### src/rtl/perf_event_monitor_if.sv
// Control, event and readout signals of the performance monitor.
// The CPU side (master) drives the strobes and the monitor (slave) returns the counters.
interface perf_event_monitor_if #(
    parameter int unsigned CNT_W   = 32,
    parameter int unsigned NUM_EVT = 4,
    parameter int unsigned PC_W    = 32
);
    logic               start_i;
    logic               clear_i;
    logic               en_i;
    logic [NUM_EVT-1:0] evt_i;
    logic [PC_W-1:0]    pc_i;
    logic [3:0]         sel_i;
    logic [CNT_W-1:0]   rd_data_o;
    logic [CNT_W-1:0]   cycle_o;
    logic [PC_W-1:0]    last_pc_o;
    logic [NUM_EVT:0]   sat_o;
    logic               busy_o;
    logic               done_o;

    modport master (
        output start_i, clear_i, en_i, evt_i, pc_i, sel_i,
        input  rd_data_o, cycle_o, last_pc_o, sat_o, busy_o, done_o
    );

    modport slave (
        input  start_i, clear_i, en_i, evt_i, pc_i, sel_i,
        output rd_data_o, cycle_o, last_pc_o, sat_o, busy_o, done_o
    );
endinterface

### src/rtl/perf_event_monitor.sv
// Per-core cycle/event counters with a run/stop FSM, cycle budget, saturating counts,
// capture of the PC of the latest event 0 and a registered indexed read port.
module perf_event_monitor #(
    parameter int unsigned CNT_W      = 32,
    parameter int unsigned NUM_EVT    = 4,
    parameter int unsigned MAX_CYCLES = 64,
    parameter int unsigned PC_W       = 32
) (
    input logic                 clk_i,
    input logic                 rst_i,
    perf_event_monitor_if.slave mon
);

    localparam logic [CNT_W-1:0] CntMax   = '1;
    localparam logic [CNT_W-1:0] CycLimit = CNT_W'(MAX_CYCLES);

    typedef enum logic [1:0] {StIdle, StRun, StDone} state_e;

    state_e                         state_q, state_d;
    logic                           count;
    logic [CNT_W-1:0]               cyc_q, cyc_d, cyc_inc;
    logic [NUM_EVT-1:0][CNT_W-1:0]  evt_q, evt_d;
    logic [PC_W-1:0]                pc_q, pc_d;
    logic [NUM_EVT:0]               sat_q, sat_d;
    logic [CNT_W-1:0]               rd_q, rd_d;

    assign cyc_inc = (cyc_q == CntMax) ? cyc_q : cyc_q + CNT_W'(1);

    always_comb begin
        state_d = state_q;
        count   = 1'b0;
        case (state_q)
            StIdle: if (mon.start_i) state_d = StRun;
            StRun: begin
                if (mon.en_i) begin
                    count = 1'b1;
                    // Budget is checked against the post-increment count so the last cycle counts.
                    if (MAX_CYCLES != 0 && cyc_inc == CycLimit) state_d = StDone;
                end
            end
            StDone:  state_d = StDone;
            default: state_d = StIdle;
        endcase
        if (mon.clear_i) begin
            state_d = StIdle;
            count   = 1'b0;
        end
    end

    always_comb begin
        cyc_d = cyc_q;
        evt_d = evt_q;
        pc_d  = pc_q;
        sat_d = sat_q;
        if (mon.clear_i) begin
            cyc_d = '0;
            evt_d = '0;
            pc_d  = '0;
            sat_d = '0;
        end else begin
            if (count) begin
                cyc_d = cyc_inc;
                for (int k = 0; k < int'(NUM_EVT); k++) begin
                    if (mon.evt_i[k] && evt_q[k] != CntMax) evt_d[k] = evt_q[k] + CNT_W'(1);
                end
                if (mon.evt_i[0]) pc_d = mon.pc_i;
            end
            sat_d[0] = sat_q[0] | (cyc_d == CntMax);
            for (int k = 0; k < int'(NUM_EVT); k++) begin
                sat_d[k+1] = sat_q[k+1] | (evt_d[k] == CntMax);
            end
        end
    end

    // Read port samples the pre-update counters; out-of-range indices read zero.
    always_comb begin
        rd_d = '0;
        if (mon.sel_i == 4'd0) rd_d = cyc_q;
        for (int k = 0; k < int'(NUM_EVT); k++) begin
            if (mon.sel_i == 4'(k + 1)) rd_d = evt_q[k];
        end
    end

    always_ff @(posedge clk_i) begin
        if (rst_i) begin
            state_q <= StIdle;
            cyc_q   <= '0;
            evt_q   <= '0;
            pc_q    <= '0;
            sat_q   <= '0;
            rd_q    <= '0;
        end else begin
            state_q <= state_d;
            cyc_q   <= cyc_d;
            evt_q   <= evt_d;
            pc_q    <= pc_d;
            sat_q   <= sat_d;
            rd_q    <= rd_d;
        end
    end

    assign mon.rd_data_o = rd_q;
    assign mon.cycle_o   = cyc_q;
    assign mon.last_pc_o = pc_q;
    assign mon.sat_o     = sat_q;
    assign mon.busy_o    = (state_q == StRun);
    assign mon.done_o    = (state_q == StDone);

endmodule

### src/flat_wrapper.sv
// flat-port wrapper written by rule: the top's interface ports become plain ports
module perf_event_monitor_flat 
#(
    parameter int unsigned CNT_W      = 32,
    parameter int unsigned NUM_EVT    = 4,
    parameter int unsigned MAX_CYCLES = 64,
    parameter int unsigned PC_W       = 32
)
  (clk_i, rst_i, mon_start_i, mon_clear_i, mon_en_i, mon_evt_i, mon_pc_i, mon_sel_i, mon_rd_data_o, mon_cycle_o, mon_last_pc_o, mon_sat_o, mon_busy_o, mon_done_o);
  perf_event_monitor_if #(.CNT_W(CNT_W), .NUM_EVT(NUM_EVT), .PC_W(PC_W)) mon_i ();
  input logic clk_i;
  input logic rst_i;
  input wire logic [$bits(mon_i.start_i)-1:0] mon_start_i;
  input wire logic [$bits(mon_i.clear_i)-1:0] mon_clear_i;
  input wire logic [$bits(mon_i.en_i)-1:0] mon_en_i;
  input wire logic [$bits(mon_i.evt_i)-1:0] mon_evt_i;
  input wire logic [$bits(mon_i.pc_i)-1:0] mon_pc_i;
  input wire logic [$bits(mon_i.sel_i)-1:0] mon_sel_i;
  output wire logic [$bits(mon_i.rd_data_o)-1:0] mon_rd_data_o;
  output wire logic [$bits(mon_i.cycle_o)-1:0] mon_cycle_o;
  output wire logic [$bits(mon_i.last_pc_o)-1:0] mon_last_pc_o;
  output wire logic [$bits(mon_i.sat_o)-1:0] mon_sat_o;
  output wire logic [$bits(mon_i.busy_o)-1:0] mon_busy_o;
  output wire logic [$bits(mon_i.done_o)-1:0] mon_done_o;
  assign mon_i.start_i = mon_start_i;
  assign mon_i.clear_i = mon_clear_i;
  assign mon_i.en_i = mon_en_i;
  assign mon_i.evt_i = mon_evt_i;
  assign mon_i.pc_i = mon_pc_i;
  assign mon_i.sel_i = mon_sel_i;
  assign mon_rd_data_o = mon_i.rd_data_o;
  assign mon_cycle_o = mon_i.cycle_o;
  assign mon_last_pc_o = mon_i.last_pc_o;
  assign mon_sat_o = mon_i.sat_o;
  assign mon_busy_o = mon_i.busy_o;
  assign mon_done_o = mon_i.done_o;
  perf_event_monitor #(.CNT_W(CNT_W), .NUM_EVT(NUM_EVT), .MAX_CYCLES(MAX_CYCLES), .PC_W(PC_W)) u_core (.clk_i(clk_i), .rst_i(rst_i), .mon(mon_i));
endmodule
### config.mk
export PLATFORM = sky130hd
export DESIGN_NAME = perf_event_monitor_flat
export DESIGN_NICKNAME = d
export VERILOG_FILES = /design/src/rtl/perf_event_monitor_if.sv /design/src/rtl/perf_event_monitor.sv /design/src/flat_wrapper.sv
export SDC_FILE = /design/constraint.sdc
export NUM_CORES = 1
export LEC_CHECK = 0
export ABC_CLOCK_PERIOD_IN_PS = 9950
export CAP_MARGIN = 20
export CORE_ASPECT_RATIO = 0.6
export CORE_UTILIZATION = 40
export DETAILED_ROUTE_END_ITERATION = 10
export PLACE_DENSITY = 0.62
export SLEW_MARGIN = 20
export SYNTH_ARGS = -nofsm -noshare
export SYNTH_HDL_FRONTEND = slang
export SYNTH_SLANG_ARGS = --single-unit
### constraint.sdc
create_clock -name clk_i -period 9.95 [get_ports clk_i]
set_input_delay 0.995 -clock clk_i [delete_from_list [all_inputs] [get_ports clk_i]]
set_output_delay 0.995 -clock clk_i [all_outputs]
set_load 0.05 [all_outputs]
; ---- Word-level counts from Yosys, hierarchy flattened
; Cells that the tools add are included.
[op_classes]
eq_ne = 20
bitwise = 5
n_reduce_logical = 9
muxes = 21
addsub = 5
[op_table]
columns = cell, count
row1 = 2-to-1 mux 32 bit, 12
row2 = 2-to-1 mux 128 bit, 2
row3 = "== test 32 bit, second input constant", 6
row4 = "adder 32 x 1 -> 32 bit, second input constant", 5
row5 = "!= test 32 bit, second input constant", 4
row6 = "== test 32 x 7 -> 1 bit, second input constant", 1
row7 = "== test 4 x 2 -> 1 bit, second input constant", 2
row8 = 2-to-1 mux 2 bit, 3
row9 = one-hot mux 2 bit (3 select lines), 1
row10 = bitwise OR 1 bit, 5
row11 = "== test 4 x 1 -> 1 bit, second input constant", 1
row12 = "== test 4 x 3 -> 1 bit, second input constant", 1
row13 = logical AND 1 bit, 4
row14 = zero test 4 bit, 1
row15 = "!= test 2 bit, second input constant", 2
row16 = 2-to-1 mux 1 bit, 3
row17 = AND reduction 3 bit, 1
row18 = "== test 2 x 1 -> 1 bit, second input constant", 1
row19 = "== test 2 bit, second input constant", 1
row20 = zero test 2 bit, 1
row21 = "!= test 2 x 1 -> 1 bit, second input constant", 1
row22 = AND reduction 2 bit, 1
row23 = OR reduction 2 bit, 1
[totals]
elab_cells = 69
ff_bits = 231
inputBits = 45

; ---- Longest topological paths before layout
[depth]
word_depth = 7
ltp_mapped = 14

; ---- Least setup slack after synthesis
; OpenSTA, ideal clock, no wires.
[synth_path]
kind = register to register
start = reg u_core.cyc_q[1] (netlist: u_core.mon.cycle_o[1])
end = reg u_core.state_q[0]
slack_ns = 6.393
setup_time_ns = 0.124
path_buffers = 1
stages_incl_launch_ff = 12
period_less_slack_ns = 3.557
arrival_time_ns = 3.434
cell_sequence = dfxtp_1 ha_1 nand4_1 or4_1 clkbuf_1 nor2_1 and4_1 xnor2_1 o2111ai_1 or4_1 nor3_1 nor3_1
[synth_via]
elab_chain_cells = 5
[synth_lines]
columns = element, line_no
row1 = start: declaration, perf_event_monitor.sv:21  ; logic [CNT_W-1:0] cyc_q, cyc_d, cyc_inc;
row2 = start signal: assignment, perf_event_monitor.sv:94  ; cyc_q <= cyc_d;
row3 = adder 32 x 1 -> 32 bit or == test 32 bit (tied branches), perf_event_monitor.sv:27  ; assign cyc_inc = (cyc_q == CntMax) ? cyc_q : cyc_q + CNT_W'(1);
row4 = 2-to-1 mux 32 bit *, perf_event_monitor.sv:27
row5 = == test 32 x 7 -> 1 bit *, perf_event_monitor.sv:38  ; if (MAX_CYCLES != 0 && cyc_inc == CycLimit) state_d = StDone;
row6 = != test 2 x 1 -> 1 bit (no line) *, n/a
row7 = AND reduction 3 bit (no line) *, n/a
row8 = end signal: assignment, perf_event_monitor.sv:86  ; state_q <= StIdle;
row9 = end signal: assignment, perf_event_monitor.sv:93  ; state_q <= state_d;
row10 = end: declaration, perf_event_monitor.sv:19  ; state_e state_q, state_d;
; Mark *: on every way between the ends. The rest lies on a longest branch, timed or not.
; A chain may end at the register's enable or synchronous reset.

; ---- Final worst setup path
[layout_path]
start = reg u_core.cyc_q[0] (netlist: u_core.mon.cycle_o[0])
end = reg u_core.sat_q[0] (netlist: u_core.mon.sat_o[0])
[layout_via]
elab_chain_cells = 6
[layout_lines]
columns = element, line_no
row1 = adder 32 x 1 -> 32 bit or == test 32 bit (tied branches), perf_event_monitor.sv:27
row2 = 2-to-1 mux 32 bit, perf_event_monitor.sv:27
row3 = 2-to-1 mux 32 bit *, perf_event_monitor.sv:61  ; if (count) begin
row4 = 2-to-1 mux 32 bit *, perf_event_monitor.sv:55  ; if (mon.clear_i) begin
row5 = == test 32 bit *, perf_event_monitor.sv:68  ; sat_d[0] = sat_q[0] | (cyc_d == CntMax);
row6 = bitwise OR 1 bit *, perf_event_monitor.sv:68
row7 = end signal: assignment, perf_event_monitor.sv:97  ; sat_q <= sat_d;
row8 = end: declaration, perf_event_monitor.sv:24  ; logic [NUM_EVT:0] sat_q, sat_d;
; Mark *: on every way between the ends. The rest lies on a longest branch, timed or not. The select of a mux whose other input is x is not followed.

==> results.cfg <==
[floorplan]
die_y_um = 142
chipWidth_um = 235
num_io_pins = 148
die_area_um2 = 33300
core_area_um2 = 31600
initial_utilization_pct = 41.2
rows = 50

[setup_path]
reg2reg_depth = 10
crit_path_end = u_core.mon.sat_o[0]$_SDFF_PP0_
critPathSlowestCell = o31ai_2
worstPathRequired_ps = 10430
max_stage_delay_ps = 800
path_cells = ha_1 > nand4_1 > or4_1 > o31ai_2 > nor2_1 > xnor2_1 > nor3_1 > nand4_1 > or4_1 > o21ai_1
cp-startpoint = u_core.mon.cycle_o[0]$_SDFF_PP0_
cp_num_buf_inv = 0
cp-end-kind = flip-flop
path_class = flip-flop to flip-flop
critical_path_depth = 10
r2r_start = u_core.mon.cycle_o[0]$_SDFF_PP0_
regToRegSetupSlack_ps = 5650
start_kind = flip-flop
cp.arrival_ps = 4770
cp_max_fo = 12
critPathTopFamily = simple AND/OR/NAND/NOR gates
timing.rr.end = u_core.mon.sat_o[0]$_SDFF_PP0_

[timing]
fin_setup_tns_ps = 0
slew_headroom_pct = 33.3
slew_violations = 0
finalSetupViolations = 0
skew_ps = 9.45
rsz0062_at_grt = false
timing.final.crit_share_pct = 43.2
fin_crit_ps = 4300
worst_pin_slew_ps = 992
hold_violations = 0
fmax_mhz = 233

[power]
power_density_nw_per_um2 = 127
leakagePower_nw = 4.70
vdd_drop_max_mv = 0.105
total_power_w = 0.00197

[cts]
cts_resized = 0
hold_buffers = 0
h-tree-depth = 1
worst_skew_pair.late_latency_ps = 540
tritoncts = built
cts_sinks = 231
clockBufferDepth = 3
cts_setup_buffers = 0
clk_pin_slew_ps = 70
tritoncts.num_buffers = 25
cts-root-buf = clkbuf_16

[detailed_routing]
vias_per_cell = 6.00
wire_per_inst_um = 20.9
drt_first_iter_violations = 1693
vias = 13300
dr.pass1.iters = 5
drc = 0
ant_nets = 0
drt-total-wl_um = 46200

[synth]
yosys_warnings = 0
ys_ff_latch = 231
synth_area_per_cell_um2 = 7.63
yosysSeqAreaShare_pct = 35.5
synthesis.nets = 1761
syn_inst = 1708
synth_flop_cell = dfxtp_1
synth.distinct_cells = 77
synth-async-reset-ratio_pct = 0
synth-edff-count = 0
syn_area_um2 = 13000

[global_routing]
grtUsageTotal_pct = 27.3
antenna_found_initial = 0
grt_start_max_net_pins = 100
grt_pass1_vias = 11800
grt_pass1_wl_um = 71000
grt_overflow_total = 0

[layout]
nets = 1831
drive_gt1_share_pct = 4.79
fin_util_pct = 49.1
finish.instance_area_um2 = 15500
antenna_cells = 0
final_common_cell = nor2_1
layout_common_cells = nor2_1, dfxtp_1, nand2_1
layout.cells.non_filler = 2212
syn_to_final_growth_pct = 19.0

[placed_design]
place_congestion = 1.04
numPortBuffers = 147
dpl-instance-area_um2 = 14600
place_inst = 2167
hpwl_um = 34600

[flow_run]
drv_cap = 0

[run_status]
status = complete, no violations

[hold_path]
hold_path.class = flip-flop to flip-flop
-- sequential cells by signal (all words and copies together) (netlist names) --
register	cells
u_core.state_q	2
u_core.mon.cycle_o	32
u_core.mon.last_pc_o	32
u_core.mon.sat_o	5
u_core.mon.rd_data_o	32
u_core.evt_q	128
-- logic make-up (layout without fill, tap and decap cells) --
group / after synthesis / count (layout) / synth area share (%)
simple gates: 864 / 864 / 32.6
compound gates: 286 / 286 / 13.9
flops: 231 / 231 / 35.5
xor+xnor: 146 / 146 / 9.81
buf+inv: 136 / 224 / 4.55
mux: 37 / 37 / 2.84
fa+ha+maj: 8 / 8 / 0.768
-- synthesized netlist by cell type (6+ instances only) --
cell	number	area share, %
and3_1	38	1.8
a221oi_1	32	2.2
or4_1	12	0.69
nand3_1	82	3.1
o211ai_1	6	0.35
mux2i_1	37	2.8
nand2_1	230	6.6
nand3b_1	12	0.69
inv_1	13	0.37
a211oi_1	6	0.35
nor4_1	29	1.4
ha_1	8	0.77
buf_2	6	0.23
nor4b_1	6	0.40
o31ai_1	13	0.75
nor2b_1	7	0.34
nand4_1	62	3.0
a21oi_1	80	3.1
or3_1	22	1.1
a31oi_1	18	0.86
and2_1	13	0.62
dfxtp_1	231	35
o21ai_0	83	3.2
clkbuf_1	101	2.9
and4_1	19	1.3
xnor2_1	70	4.7
nor3_1	58	2.2
nor2_1	238	6.9
xor2_1	76	5.1
a22oi_1	7	0.40
-- stage by stage --
stage / hold WS (ps) / setup slack (ps)
2_1_floorplan: 474 / 6390
3_3_place_gp: 441 / 5580
3_5_place_dp: 449 / 5520
4_1_cts: 459 / 5810
5_1_grt: 470 / 5430
6_report: 456 / 5650
-- layer usage --
metal / global-route usage [%] / routed length [um]
met5: 0 / 0
met4: 6.34 / 1040
met3: 8.11 / 5770
met2: 35.0 / 16900
met1: 42.7 / 22500
-- final cells by class --
| class | count | area, um^2 |
|---|---|---|
| clock buffer | 33 | 696 |
| inverter | 14 | 52.6 |
| multi-input combinational | 1341 | 7850 |
| clock inverter | 12 | 154 |
| fill | 3060 | 16100 |
| tap | 416 | 520 |
| sequential | 231 | 4620 |
| timing repair buffer | 165 | 1610 |
-- power breakdown --
part / switching [W] / leakage, nW / internal [W]
registers: 0.000000737 / 1.86 / 0.000925
logic: 0.0000407 / 2.42 / 0.0000248
clock network: 0.000410 / 0.420 / 0.000572
-- worst min-delay path by stage --
stage / startpoint / to / cells past startpoint / slack (ps)
6_report: u_core.mon.last_pc_o[22]$_SDFFE_PP0P_ / u_core.mon.last_pc_o[22]$_SDFFE_PP0P_ / 2 / 460
5_1_grt: u_core.mon.last_pc_o[14]$_SDFFE_PP0P_ / u_core.mon.last_pc_o[14]$_SDFFE_PP0P_ / 2 / 470
4_1_cts: u_core.mon.last_pc_o[7]$_SDFFE_PP0P_ / u_core.mon.last_pc_o[7]$_SDFFE_PP0P_ / 2 / 460
3_5_place_dp: u_core.mon.last_pc_o[7]$_SDFFE_PP0P_ / u_core.mon.last_pc_o[7]$_SDFFE_PP0P_ / 2 / 450
3_3_place_gp: u_core.mon.last_pc_o[0]$_SDFFE_PP0P_ / u_core.mon.last_pc_o[0]$_SDFFE_PP0P_ / 2 / 440
2_1_floorplan: u_core.evt_q[65]$_SDFF_PP0_ / u_core.evt_q[65]$_SDFF_PP0_ / 2 / 470
-- worst register-to-register path, delay by kind of cell, from the launching register on --
kind / cells / cell delay, ps
AO/OA/AOI/OAI: 2 / 950
adder cells (fa/ha/maj): 1 / 380
AND/OR/NAND/NOR: 6 / 2120
XOR/XNOR: 1 / 220
flip-flops: 1 / 580
(Power assumes the default switching activity.)
